`config.mk`:
```
export PLATFORM = sky130hd
export DESIGN_NAME = ann_load_sequencer
export DESIGN_NICKNAME = d
export VERILOG_FILES = /design/src/rtl/ann_load_sequencer.sv
export SDC_FILE = /design/constraint.sdc
export NUM_CORES = 1
export LEC_CHECK = 0
export CORE_MARGIN = 3
export CORE_UTILIZATION = 45
export DETAILED_ROUTE_END_ITERATION = 8
export PLACE_DENSITY = 0.88
export RECOVER_POWER = 25
export SKIP_CTS_REPAIR_TIMING = 1
export SYNTH_ARGS = -nofsm -noshare
export SYNTH_HDL_FRONTEND = slang
export SYNTH_SLANG_ARGS = --single-unit
```
`constraint.sdc`:
```
create_clock -name clk -period 1.8 [get_ports clk]
set_input_delay 0.45 -clock clk [delete_from_list [all_inputs] [get_ports clk]]
set_output_delay 0.45 -clock clk [all_outputs]
set_load 0.02 [all_outputs]
```
`src/rtl/ann_load_sequencer.sv`:
```
// Streams 3*ROWS words into the ANN core matrices (input, hidden, output weights),
// waits SETTLE_CYCLES, then captures the core decision. Optional checksum: ANN_LOAD_SEQ_CHECKSUM_EN.
module ann_load_sequencer #(
    parameter int unsigned ROWS          = 29,
    parameter int unsigned DATA_W        = 21,
    parameter int unsigned ADR_W         = 5,
    parameter int unsigned SETTLE_CYCLES = 2
) (
    input  logic              clk,
    input  logic              rst,
    input  logic              start,
    input  logic              in_valid,
    output logic              in_ready,
    input  logic [DATA_W-1:0] in_data,
    output logic [1:0]        mat_sel,
    output logic [ADR_W-1:0]  adr,
    output logic [DATA_W-1:0] w_data,
    input  logic [2:0]        decision_in,
    output logic              busy,
    output logic              done,
    output logic [2:0]        result,
    output logic              result_valid
`ifdef ANN_LOAD_SEQ_CHECKSUM_EN
    ,
    output logic [15:0]       checksum
`endif
);

    typedef enum logic [1:0] {
        IDLE,
        LOAD,
        SETTLE,
        CAPTURE
    } state_t;

    localparam logic [ADR_W-1:0] LAST_ROW    = ADR_W'(ROWS - 1);
    localparam logic [7:0]       LAST_SETTLE = 8'(SETTLE_CYCLES - 1);

    state_t              state, state_next;
    logic [1:0]          phase, phase_next;
    logic [ADR_W-1:0]    row, row_next;
    logic [7:0]          cnt, cnt_next;
    logic [1:0]          mat_sel_next;
    logic [ADR_W-1:0]    adr_next;
    logic [DATA_W-1:0]   w_data_next;
    logic                in_ready_next;
    logic                busy_next;
    logic                done_next;
    logic [2:0]          result_next;
    logic                result_valid_next;
    logic                beat;
`ifdef ANN_LOAD_SEQ_CHECKSUM_EN
    logic [15:0]         checksum_next;
`endif

    assign beat = in_valid & in_ready;

    always_comb begin
        state_next        = state;
        phase_next        = phase;
        row_next          = row;
        cnt_next          = cnt;
        mat_sel_next      = 2'b11;
        adr_next          = adr;
        w_data_next       = w_data;
        busy_next         = busy;
        done_next         = 1'b0;
        result_next       = result;
        result_valid_next = result_valid;
`ifdef ANN_LOAD_SEQ_CHECKSUM_EN
        checksum_next     = checksum;
`endif

        case (state)
            IDLE: begin
                if (start) begin
                    state_next        = LOAD;
                    phase_next        = '0;
                    row_next          = '0;
                    busy_next         = 1'b1;
                    result_valid_next = 1'b0;
`ifdef ANN_LOAD_SEQ_CHECKSUM_EN
                    checksum_next     = '0;
`endif
                end
            end
            LOAD: begin
                if (beat) begin
                    mat_sel_next = phase;
                    adr_next     = row;
                    w_data_next  = in_data;
`ifdef ANN_LOAD_SEQ_CHECKSUM_EN
                    checksum_next = checksum + in_data[15:0];
`endif
                    if (row == LAST_ROW) begin
                        row_next = '0;
                        if (phase == 2'd2) begin
                            state_next = SETTLE;
                            cnt_next   = '0;
                        end else begin
                            phase_next = phase + 2'd1;
                        end
                    end else begin
                        row_next = row + ADR_W'(1);
                    end
                end
            end
            SETTLE: begin
                // Outputs are registered on entry so done/result appear during CAPTURE.
                if (cnt == LAST_SETTLE) begin
                    state_next        = CAPTURE;
                    result_next       = decision_in;
                    result_valid_next = 1'b1;
                    done_next         = 1'b1;
                    busy_next         = 1'b0;
                end else begin
                    cnt_next = cnt + 8'd1;
                end
            end
            CAPTURE: begin
                state_next = IDLE;
            end
            default: begin
                state_next = IDLE;
            end
        endcase

        in_ready_next = (state_next == LOAD);
    end

    always_ff @(posedge clk) begin
        if (rst) begin
            state        <= IDLE;
            phase        <= '0;
            row          <= '0;
            cnt          <= '0;
            mat_sel      <= 2'b11;
            adr          <= '0;
            w_data       <= '0;
            in_ready     <= 1'b0;
            busy         <= 1'b0;
            done         <= 1'b0;
            result       <= '0;
            result_valid <= 1'b0;
`ifdef ANN_LOAD_SEQ_CHECKSUM_EN
            checksum     <= '0;
`endif
        end else begin
            state        <= state_next;
            phase        <= phase_next;
            row          <= row_next;
            cnt          <= cnt_next;
            mat_sel      <= mat_sel_next;
            adr          <= adr_next;
            w_data       <= w_data_next;
            in_ready     <= in_ready_next;
            busy         <= busy_next;
            done         <= done_next;
            result       <= result_next;
            result_valid <= result_valid_next;
`ifdef ANN_LOAD_SEQ_CHECKSUM_EN
            checksum     <= checksum_next;
`endif
        end
    end

endmodule

```
== Word-level counts from Yosys, hierarchy flattened ==
Index checks and enable logic that the tools add are counted.
Word-level totals
  register bits after elaboration: 52
  bits of input ports: 28
  output and inout bits: 35
  word-level logic and storage cells: 72
Cells by class
  $add $sub $neg: 3
  equality and inequality tests: 14
  multiplexer cells: 27
  bitwise operators: 4
  reduce and logical (&&, ||, !) cells: 12
Operators with widths (number)
  2-to-1 mux 8 bit: 4
  2-to-1 mux 2 bit: 9
  one-hot mux 8 bit (2 select lines): 1
  2-to-1 mux 5 bit: 3
  != test 2 bit (second input constant): 7
  one-hot mux 5 bit (2 select lines): 1
  AND reduction 5 bit: 2
  adder 8 x 1 -> 8 bit (second input constant): 1
  equality test 8 x 1 -> 1 bit (second input constant): 1
  one-hot mux 2 bit (4 select lines): 1
  equality test 2 bit (second input constant): 3
  AND reduction 3 bit: 2
  nonzero test 2 bit: 3
  adder 5 x 1 -> 5 bit (second input constant): 1
  equality test 5 bit (second input constant): 1
  2-to-1 mux 1 bit: 5
  equality test 2 x 1 -> 1 bit (second input constant): 2
  one-hot mux 1 bit (2 select lines): 2
  one-hot mux 2 bit (2 select lines): 1
  AND reduction 2 bit: 2
  NOT 1 bit: 3
  OR reduction 3 bit: 1
  adder 2 x 1 -> 2 bit (second input constant): 1
  logical NOT 2 bit: 1
  2 further kinds: 2

== Longest topological paths before layout ==
  depth in word-level cells: 6
  gate-level depth with buffers: 7
  mapped depth without buffers: 6

== Least setup slack after synthesis ==
No wires, ideal clock.
  path kind: register to register
  start point: register row[0]
  end point: register cnt[2]
  setup time: 0.072 ns
  arrival: 1.453 ns
  data required time: 1.728 ns
  path slack: 0.276 ns
  cell stages (with the launch flop): 8
  buffers on the path: 1
  period minus slack after synthesis: 1.524 ns
  cell sequence: dfxtp_1 > inv_1 > ha_1 > and4_4 > a31oi_4 > buf_6 > nand3b_4 > mux2i_1
Between the ends
  cells in the longest elaborated chain, start to end: 3
Ends and longest elaborated chain
  from (decl): line 41  | logic [ADR_W-1:0] row, row_next;
  from (signal assigned): line 151  | row <= row_next;
  equality test 5 bit: line 95  | if (row == LAST_ROW) begin
  != test 2 bit (no line)
  AND reduction 5 bit (no line)
  to (signal assigned): line 152  | cnt <= cnt_next;
  to (decl): line 42  | logic [7:0] cnt, cnt_next;
Every way passes these cells.
A chain may end at the register's enable or synchronous reset.

== Worst setup path after layout ==
  start point: register w_data[10]
  end point: output port w_data[10]
RTL lines
  from (decl): line 17  | output logic [DATA_W-1:0] w_data,
  from (signal assigned): line 155  | w_data <= w_data_next;
No word-level cell between the ends.

==> results by stage <==
Global route:
- The total grt overflow is 0.
- The number of global-route vias before repair was 1878.
- Entering global routing, the biggest net connects 26 pins.
- For this run, the total global-route usage over all layers was measured as 0.182.
- The first global-routing pass estimated 8050 um of wire.
- The initial antenna violation count is 0.

Setup path:
- The critical path goes through clkdlybuf4s50_1.
- The kind of end point of the critical path is an output pin.
- The worst path buffer plus inverter count is 1.
- The start-to-end type of the worst setup path is flip-flop to output pin.
- Data arrives at the worst endpoint at 1.26 ns.
- The worst setup path is launched from a flip-flop.
- Broken down by cell family, the worst path's largest delay share belongs to buffers and inverters.
- Data on the critical path is required at its endpoint by 1.35 ns.
- In this run the worst path has a maximum fanout of 2.
- The cell with the largest stage delay on the worst path is sky130_fd_sc_hd__clkdlybuf4s50_1.
- The largest single stage delay on the critical path is 0.61 ns.
- Setup slack on the worst reg-to-reg path comes out at 0.13 ns.

Drt:
- The initial DRC count is 118.
- The detailed-route via count is 1972.
- The first-pass detailed-route iteration total is 4.
- After detailed routing, the number of vias per cell comes to 5.26.
- The final layout contains routed wiring with a total length of 4900 um.
- In the routed design, unresolved DRC markers number 0.
- The average wire per cell in the routed design is 13.1 um.
- Once detail routing completed, the nets flagged for antenna violations numbered 0.

Pwr:
- The share of power burned in combinational logic is 0.097.
- The share of total power dissipated in the clock network is 0.326.
- Of the total power, the share spent switching nets is 0.224.
- The switching power of the nets is 457 uW.
- IR analysis of the VDD net gives a maximum drop of 0.353 mV.
- The leakage power summed over all cells is 0.00109 uW.
- The register share of total power is 0.577.
- The total power is 2050 uW.
- The total internal power is 1590 uW.
- Power spread over the standard cell area amounts to 680 mW/mm^2.

Place:
- The area of placed instances is 0.00290 sq mm.
- The quantity of I/O buffers inserted on ports is 62.
- The congestion estimate from routability-driven global placement came to 0.854.
- The minimum setup slack after placement is -0.272 ns.
- The detailed placer's ending HPWL is 3550 um.

Final layout:
- The net total in the final layout is 355.
- The synthesis-to-finish area growth is 39.7%.
- The design area is 0.00301 sq mm.
- In the layout the commonest cells are sky130_fd_sc_hd__clkdlybuf4s50_1, sky130_fd_sc_hd__nand2_1, sky130_fd_sc_hd__dfxtp_1.
- The repair_antennas step left the layout with diodes totalling 0.
- Leaving out fill and tap cells, the most frequent cell in the layout is sky130_fd_sc_hd__clkdlybuf4s50_1.
- Fill cells in the final layout number 351.
- In the final layout, the share of cells above drive strength 1 is 0.0960.

Synthesis:
- The share of the Yosys chip area taken by registers is 0.483.
- The number of distinct library cell variants in the gate-level netlist after synthesis is 42.
- Averaged over all synthesized cells, the footprint is 8.65 sq um.
- The total number of yosys warnings is 0.
- The synthesized instance count is 249.
- The proportion of synthesized flip-flops having asynchronous set or reset is 0.
- The number of synthesized register bits is 52.
- The synthesized area is 0.00215 sq mm.
- The number of flops mapped to enable cells by yosys is 0.
- The most instantiated flip-flop cell in the synthesis netlist is sky130_fd_sc_hd__dfxtp_1.
- Synthesis produced a netlist with a net count of 282.

Clock network:
- The later pin in the worst-skew pair is clocked with a latency of 0.30 ns.
- The level count of the clock H-tree is 2.
- Clock tree synthesis inserted a total of 5 buffers.
- The clock passes through at most 2 buffers.
- The clock-pin slew reported for the worst setup and hold paths after clock tree synthesis is 0.09 ns.
- CTS placed an instance of sky130_fd_sc_hd__clkbuf_8 at the clock tree root.
- TritonCTS built the clock tree.
- The number of sinks handled by clock tree synthesis is 52.

Outcome:
- The run finished with clean final reports.

Floorplanning:
- The core footprint is 0.00447 sq mm.
- The die covers 0.00565 sq mm.
- The floorplan die width is 75.2 um.
- 63 I/O pins were placed.
- The starting density of the core is 0.482.
- From bottom edge to top edge, the die measures 75.2 um.
- The initialized floorplan defines 24 standard-cell rows.

STA:
- The pin slew with the least headroom to its limit is 0.382 ns.
- The hold violation count in the final report is 0.
- After layout, the minimum clock period comes to 1.71 ns.
- Setup violations remaining at the end of the flow were counted as 0.
- The remaining max-slew budget at the tightest pin is 0.745.
- The setup slack after layout is 0.0922 ns.
- The total count of max-transition violations in the final report is 0.
- The maximum clock rate is 586 MHz.
- In the finished design, the share of the clock period the worst path needs comes to 0.949.
- Setup repair after global routing left no endpoint under its margin.
- On the final layout, the worst clock skew is 0.00366 ns.

Worst hold path:
- The class of the most critical hold timing path is flip-flop to flip-flop.

Run:
- The total of max-cap violations is 0.
==> final cells by class <==
cell class | instances | area [sq um] | share of cell area
Tap cell | 52 | 65.1 | 0.0216
Timing Repair Buffer | 78 | 746 | 0.248
Clock inverter | 1 | 7.51 | 0.00249
Sequential cell | 52 | 1040 | 0.346
Clock buffer | 7 | 86.3 | 0.0287
Multi-Input combinational cell | 179 | 1040 | 0.346
Inverter | 6 | 22.5 | 0.00748
==> worst paths after layout <==
check        cells past startpoint          to  startpoint
max                              1  w_data[10]  w_data[10]
min                              2   w_data[0]   w_data[0]
max reg2reg                      7      cnt[2]      row[0]
min reg2reg                      2   w_data[0]   w_data[0]
==> state kept, by name, summed over array words and instances, names as in the netlist <==
register / count
cnt: 8
w_data: 21
row: 5
done: 1
in_ready: 1
state: 2
mat_sel: 2
adr: 5
busy: 1
phase: 2
result_valid: 1
result: 3
==> per-layer routing <==
metal / wire length, um / GRT usage / part of all wire
met1: 2090 / 0.219 / 0.43
met2: 2310 / 0.317 / 0.47
met3: 406 / 0.0414 / 0.083
met4: 90 / 0.0680 / 0.018
met5: 0 / 0 / 0
==> synthesized netlist by cell type (all sizes together) (2+ instances only) <==
cell | instances | share of area
a211oi | 3 | 0.010
a21oi | 36 | 0.084
a31oi | 4 | 0.021
and2 | 7 | 0.020
buf | 7 | 0.021
clkbuf | 6 | 0.010
dfxtp | 52 | 0.48
ha | 5 | 0.029
inv | 6 | 0.010
mux2i | 4 | 0.019
nand2 | 59 | 0.10
nand2b | 4 | 0.012
nand3 | 9 | 0.021
nand3b | 2 | 0.013
nand4 | 3 | 0.0087
nor2 | 9 | 0.016
nor2b | 2 | 0.0058
nor3 | 2 | 0.0046
o21ai | 4 | 0.0093
or3 | 6 | 0.017
xor2 | 3 | 0.012
==> per-stage QoR <==
| stage | cells | setup TNS, ns | util | hold slack (ns) |
|---|---|---|---|---|
| after floorplan | 249 | 0 | - | 0.462 |
| after global placement | 366 | -3.29 | 0.649 | 0.443 |
| final | 375 | 0 | 0.673 | 0.456 |
| after detailed placement | 366 | -4.44 | 0.649 | 0.448 |
| after CTS | 374 | 0 | 0.670 | 0.461 |
| after global routing | 375 | 0 | 0.673 | 0.479 |
==> logic make-up (layout without fill, tap and decap cells) <==
group / after synthesis / in the layout / synth area share
buffers and inverters: 19 / 92 / 0.0424
multiplexers: 4 / 4 / 0.0186
flip-flops: 52 / 52 / 0.483
AO/OA/AOI/OAI: 56 / 57 / 0.161
AND/OR/NAND/NOR: 109 / 109 / 0.250
adder cells (fa/ha/maj): 5 / 5 / 0.0290
XOR/XNOR: 4 / 4 / 0.0163
==> power groups by stage <==
stage	combinational [uW]	sequential (uW)	clock, uW
2_1_floorplan	69.7	1220	0
3_3_place_gp	198	1210	0
3_5_place_dp	200	1210	0
4_1_cts	201	1180	690
5_1_grt	215	1180	729
6_report	198	1180	668
Note: power is estimated with default switching activity, not from simulation.
==> edit 1, RTL diff (same settings) <==
Build with the macro `ANN_LOAD_SEQ_CHECKSUM_EN` defined.
--- a/src/rtl/ann_load_sequencer.sv
+++ b/src/rtl/ann_load_sequencer.sv
@@ -1,5 +1,7 @@
 // Streams 3*ROWS words into the ANN core matrices (input, hidden, output weights),
 // waits SETTLE_CYCLES, then captures the core decision. Optional checksum: ANN_LOAD_SEQ_CHECKSUM_EN.
+`define ANN_LOAD_SEQ_CHECKSUM_EN
+
 module ann_load_sequencer #(
     parameter int unsigned ROWS          = 29,
     parameter int unsigned DATA_W        = 21,
Behaviour (old outputs only; new: checksum): unchanged (Yosys induction, for registers that start in step).
==> edit 1 against the unedited design <==
- the flow now finishes with violations (setup timing)
- final area rose by 79%
- setup slack got worse by 0.31 ns
- fmax decreased by 15%
- critical path depth is 8 higher
- combinational power increased to 2.9 times the old value
- count of clock-buffer cells in the layout up 5
- die area increased by 55%
- sequential cell count increased by 16
- total power up 69%
- synthesized cell count increased by 68%
- sequential share of layout area decreased by 9.3 points
- first-iteration DRC count is 36% higher
- wire length is 120% higher
- area after synthesis is 61% higher
- critical endpoint is now checksum[12]
==> edit 1: results (changes against the unedited design) <==
[setup_path]
worst_path_max_delay_cell=a221oi_4
worstPathArrival_ns=2.26  ; +1.00 ns
crit_end=checksum[12]
critPathMaxStageDelay_ns=0.42  ; -0.19 ns
rr_worst_depth=9  ; +2
crit_family=compound AO/OA/AOI/OAI gates
path_max_fanout=5  ; +3
worstSetupStartpoint=checksum[0]

[final_layout]
fill_cells=503  ; +43%
nets=611  ; +72%
regArea_sq_mm=0.001364  ; +31%
layout-drive-gt1-share_pct=25.57  ; +16 points
reg_top3=w_data x21, checksum x16, cnt x8

[logic_synthesis]
yosys-top-cells-area=dfxtp_1 39%, nand2_1 8.6%, ha_1 7.2%
avgSynthCellArea_sq_um=8.254  ; -4.6%
yosysUniqueCellTypes=61  ; +45%
synth_commonest_cells=79 x nand2_1, 68 x dfxtp_1, 48 x a21oi_1
ys_seq_area_share_pct=39.36  ; -9.0 points
syn_nets=468  ; +66%

[pwr]
p_sw_w=0.0009251  ; +100%
irDropWorstVdd_v=0.0004434  ; +26%
cellLeakagePower_nw=2.505  ; +130%

[clocking]
insertion_delay_ns=0.35  ; +0.05 ns
cts_buffers=9  ; +4
cts-htree-levels=3  ; +1
clk_pin_slew_ns=0.07  ; -0.02 ns

[place]
dp_hpwl_um=7265  ; +100%
gp_congestion=0.8714  ; +2.0%
pre_cts_ws_ns=-0.9501  ; -0.6777 ns
port_buffers=78  ; +26%
post_dp_cell_area_sq_mm=0.004833  ; +66%
dp.cells=648  ; +77%

[worst_hold_path]
hp-class=input port to register
hold_end=w_data[5]
min-delay-start=in_data[5]
hold_depth=3  ; +1

[detailed_routing]
avgViaCountPerCell=5.500  ; +4.6%
drt_iter0_drc=160  ; +36%
wl_met2_um=5873  ; +150%
wire_per_inst_um=16.46  ; +26%
wl_met1_um=4245  ; +100%
wl_um=10960  ; +120%
met3WireLength_um=495  ; +22%
firstDrtPassIters=5  ; +1

[timing]
finalSetupViolCount=12  ; +12
setup_ws_ns=-0.2189  ; -0.3111 ns
worst_clock_skew_ns=0.009492  ; +0.005835 ns
tns_ns=-1.084  ; -1.084 ns
maxSlewViolCount=0  ; unchanged
fin_hold_ws_ns=0.3910  ; -0.06509 ns
relSlewSlack_pct=66.54  ; -8.0 points

[status]
status=complete, but fails checks
violations=setup timing

[grt]
grt_max_degree=31  ; +19%
grt.total_usage_pct=23.11  ; +4.9 points
grt_pass1_wl_um=16050  ; +99%
grt_pass1_vias=3591  ; +91%

## edit 1: cell types whose count changed in the layout (fill, tap and decap cells not counted), moves of 6 or more
cell | unedited run | this run
nor3_1 | 2 | 10
a21oi_1 | 36 | 44
o21ai_1 | 0 | 6
buf_4 | 12 | 72
nand2_1 | 59 | 77
clkdlybuf4s50_1 | 60 | 38
dlymetal6s2s_1 | 1 | 32
nand4_1 | 3 | 9
xor2_1 | 3 | 10
dfxtp_1 | 52 | 66
nor2_1 | 9 | 34
and2_1 | 7 | 1
a21o_1 | 0 | 7
ha_4 | 0 | 12
## edit 1: logic make-up after synthesis
family	after synthesis	share of synthesized area, %
AND/OR/NAND/NOR	178	24.35
flip-flops	68	39.36
multiplexers	1	0.2894
XOR/XNOR	16	4.052
AO/OA/AOI/OAI	102	19.65
buffers and inverters	33	4.486
adder cells (fa/ha/maj)	21	7.815
## edit 1: area by class of cell
| type | count | share of cell area [%] |
|---|---|---|
| multi-input combinational | 318 | 41.68 |
| timing repair buffer | 155 | 26.23 |
| clock buffer | 12 | 2.881 |
| tap | 99 | 2.300 |
| inverter | 10 | 0.6970 |
| clock inverter | 4 | 0.8829 |
| sequential | 68 | 25.33 |
## edit 1: metal layers
metal / vias up / global-route usage (%)
li1: 1747 / -
met1: 1770 / 25.24
met2: 110 / 42.35
met3: 36 / 6.731
met4: 0 / 8.063
met5: - / 0
## edit 1: power groups by stage
stage	Sequential, W	Combinational [W]	Clock [W]
detailed placement	0.00158	0.000509	0
floorplan	0.00161	0.000216	0
CTS	0.00155	0.000514	0.00133
global placement	0.00158	0.000499	0
finish	0.00155	0.000574	0.00132
global route	0.00156	0.000617	0.00141
==> edit 2, RTL diff (same flow settings) <==
Without the edit above. Take the reset off `w_data` and load it in a clocked block of its own.
--- a/src/rtl/ann_load_sequencer.sv
+++ b/src/rtl/ann_load_sequencer.sv
@@ -136,7 +136,6 @@
             cnt          <= '0;
             mat_sel      <= 2'b11;
             adr          <= '0;
-            w_data       <= '0;
             in_ready     <= 1'b0;
             busy         <= 1'b0;
             done         <= 1'b0;
@@ -152,7 +151,6 @@
             cnt          <= cnt_next;
             mat_sel      <= mat_sel_next;
             adr          <= adr_next;
-            w_data       <= w_data_next;
             in_ready     <= in_ready_next;
             busy         <= busy_next;
             done         <= done_next;
@@ -164,5 +162,9 @@
         end
     end
 
+    always_ff @(posedge clk) begin
+        w_data <= w_data_next;
+    end
+
 endmodule
 
Function: differs if rst is asserted again (counterexample within 4 cycles, from zero or initial values and one cycle with rst high); with rst held inactive, the same outputs for 10 cycles.
==> edit 2 against the unedited design <==
- combinational power fell by 10%
- first-iteration DRC count down 36%
- final area shrank 4.7%
- wire length down 7.9%
- setup slack got worse by 0.063 ns
- total power rose by 2.8%
- critical path depth grew 4
- via count decreased by 20%
- final cell count is 19% lower
- area after synthesis fell by 9.7%
- highest routed layer unchanged
- sequential cell count did not move
- global-route usage grew 0.49 points
- sequential power rose by 6%
- largest power group unchanged
==> edit 2: results (changes against the unedited design) <==
[detailed_routing]
wl_um=4511  ; -7.9%
wl_met2_um=2471  ; +6.8%
avgViaCountPerCell=5.191  ; -1.3%
wl_met1_um=1692  ; -19%
drt_iter0_drc=75  ; -36%
met3WireLength_um=250  ; -38%
wire_per_inst_um=14.89  ; +14%

[logic_synthesis]
ys_seq_area_share_pct=64.31  ; +16 points
synth-edff-count=21  ; +21
syn_nets=202  ; -28%
synth_compound_area_share_pct=7.395  ; -8.7 points
muxShareOfSynthArea_pct=1.543  ; -0.31 points
avgSynthCellArea_sq_um=11.51  ; +33%
synth_fa_ha_area_share_pct=3.215  ; +0.31 points
synth_commonest_cells=31 x dfxtp_1, 21 x edfxtp_1, 20 x nor2_1
yosysUniqueCellTypes=33  ; -21%
yosys-top-cells-area=edfxtp_1 32%, dfxtp_1 32%, nor2_1 3.9%
synth-xor-area-share_pct=4.502  ; +2.9 points

[pwr]
powerComb_w=0.000178  ; -10%
irDropWorstVdd_v=0.0004507  ; +28%
cell_internal_pwr_w=0.001658  ; +4.4%
cellLeakagePower_nw=1.059  ; -3.0%
p_sw_w=0.0004449  ; -2.7%
p_seq_w=0.00125  ; +6%

[place]
dp.cells=293  ; -20%
dp_hpwl_um=3292  ; -7.2%
gp_congestion=0.7981  ; -6.5%
port_buffers=62  ; unchanged
post_dp_cell_area_sq_mm=0.002738  ; -5.7%
pre_cts_ws_ns=-0.2376  ; +0.03485 ns

[clocking]
cts_buffers=5  ; unchanged
insertion_delay_ns=0.30  ; about the same
root_buffer=clkbuf_8

[setup_path]
critPathMaxStageDelay_ns=0.48  ; -0.13 ns
path_max_fanout=3  ; +1
worstPathArrival_ns=2.00  ; +0.74 ns
crit_family=simple AND/OR/NAND/NOR gates

[status]
status=finished, final reports clean

[timing]
worst_clock_skew_ns=0.005316  ; +0.001659 ns
worst_slew_pin_slew_ns=0.5201  ; +0.1380 ns

[grt]
grt_util_met2_pct=31.43  ; -0.29 points
grt_use_met3_pct=4.769  ; +0.63 points
grt_pass1_vias=1502  ; -20%
grt_max_degree=15  ; -42%
grt_pass1_wl_um=7369  ; -8.5%
antenna_found_initial=0  ; unchanged
grt.total_usage_pct=18.73  ; +0.49 points
gr-usage-met1_pct=22.56  ; +0.64 points

[final_layout]
layout-drive-gt1-share_pct=13.44  ; +3.8 points
reg_top3=w_data x21, cnt x8

[edit 2: cell type report]
cell class              instances  area, sq um
inverters                       7        28.78
multi-input cells             104        660.6
clock buffers                   8        90.09
fillers                       284         1219
well taps                      50        62.56
repair buffers                 82        770.7
flip-flops and latches         52         1255
[edit 2: worst paths after layout]
check	startpoint	endpoint	slack [ns]	depth (start not counted)
worst min-delay path	adr[3]	adr[3]	0.46	2
worst max-delay path	in_valid	phase[0]	0.03	5
worst max register to register	row[0]	phase[0]	0.04	6
worst min register to register	adr[3]	adr[3]	0.46	2
[edit 2: through the flow]
step / util [%] / hold WS [ns] / setup TNS, ns
2_1_floorplan: - / 0.4571 / 0
3_3_place_gp: 66.99 / 0.4431 / -0.9315
3_5_place_dp: 66.99 / 0.4484 / -1.256
4_1_cts: 69.20 / 0.4608 / -0.0006415
5_1_grt: 70.18 / 0.4805 / -0.03352
6_report: 70.18 / 0.4591 / 0
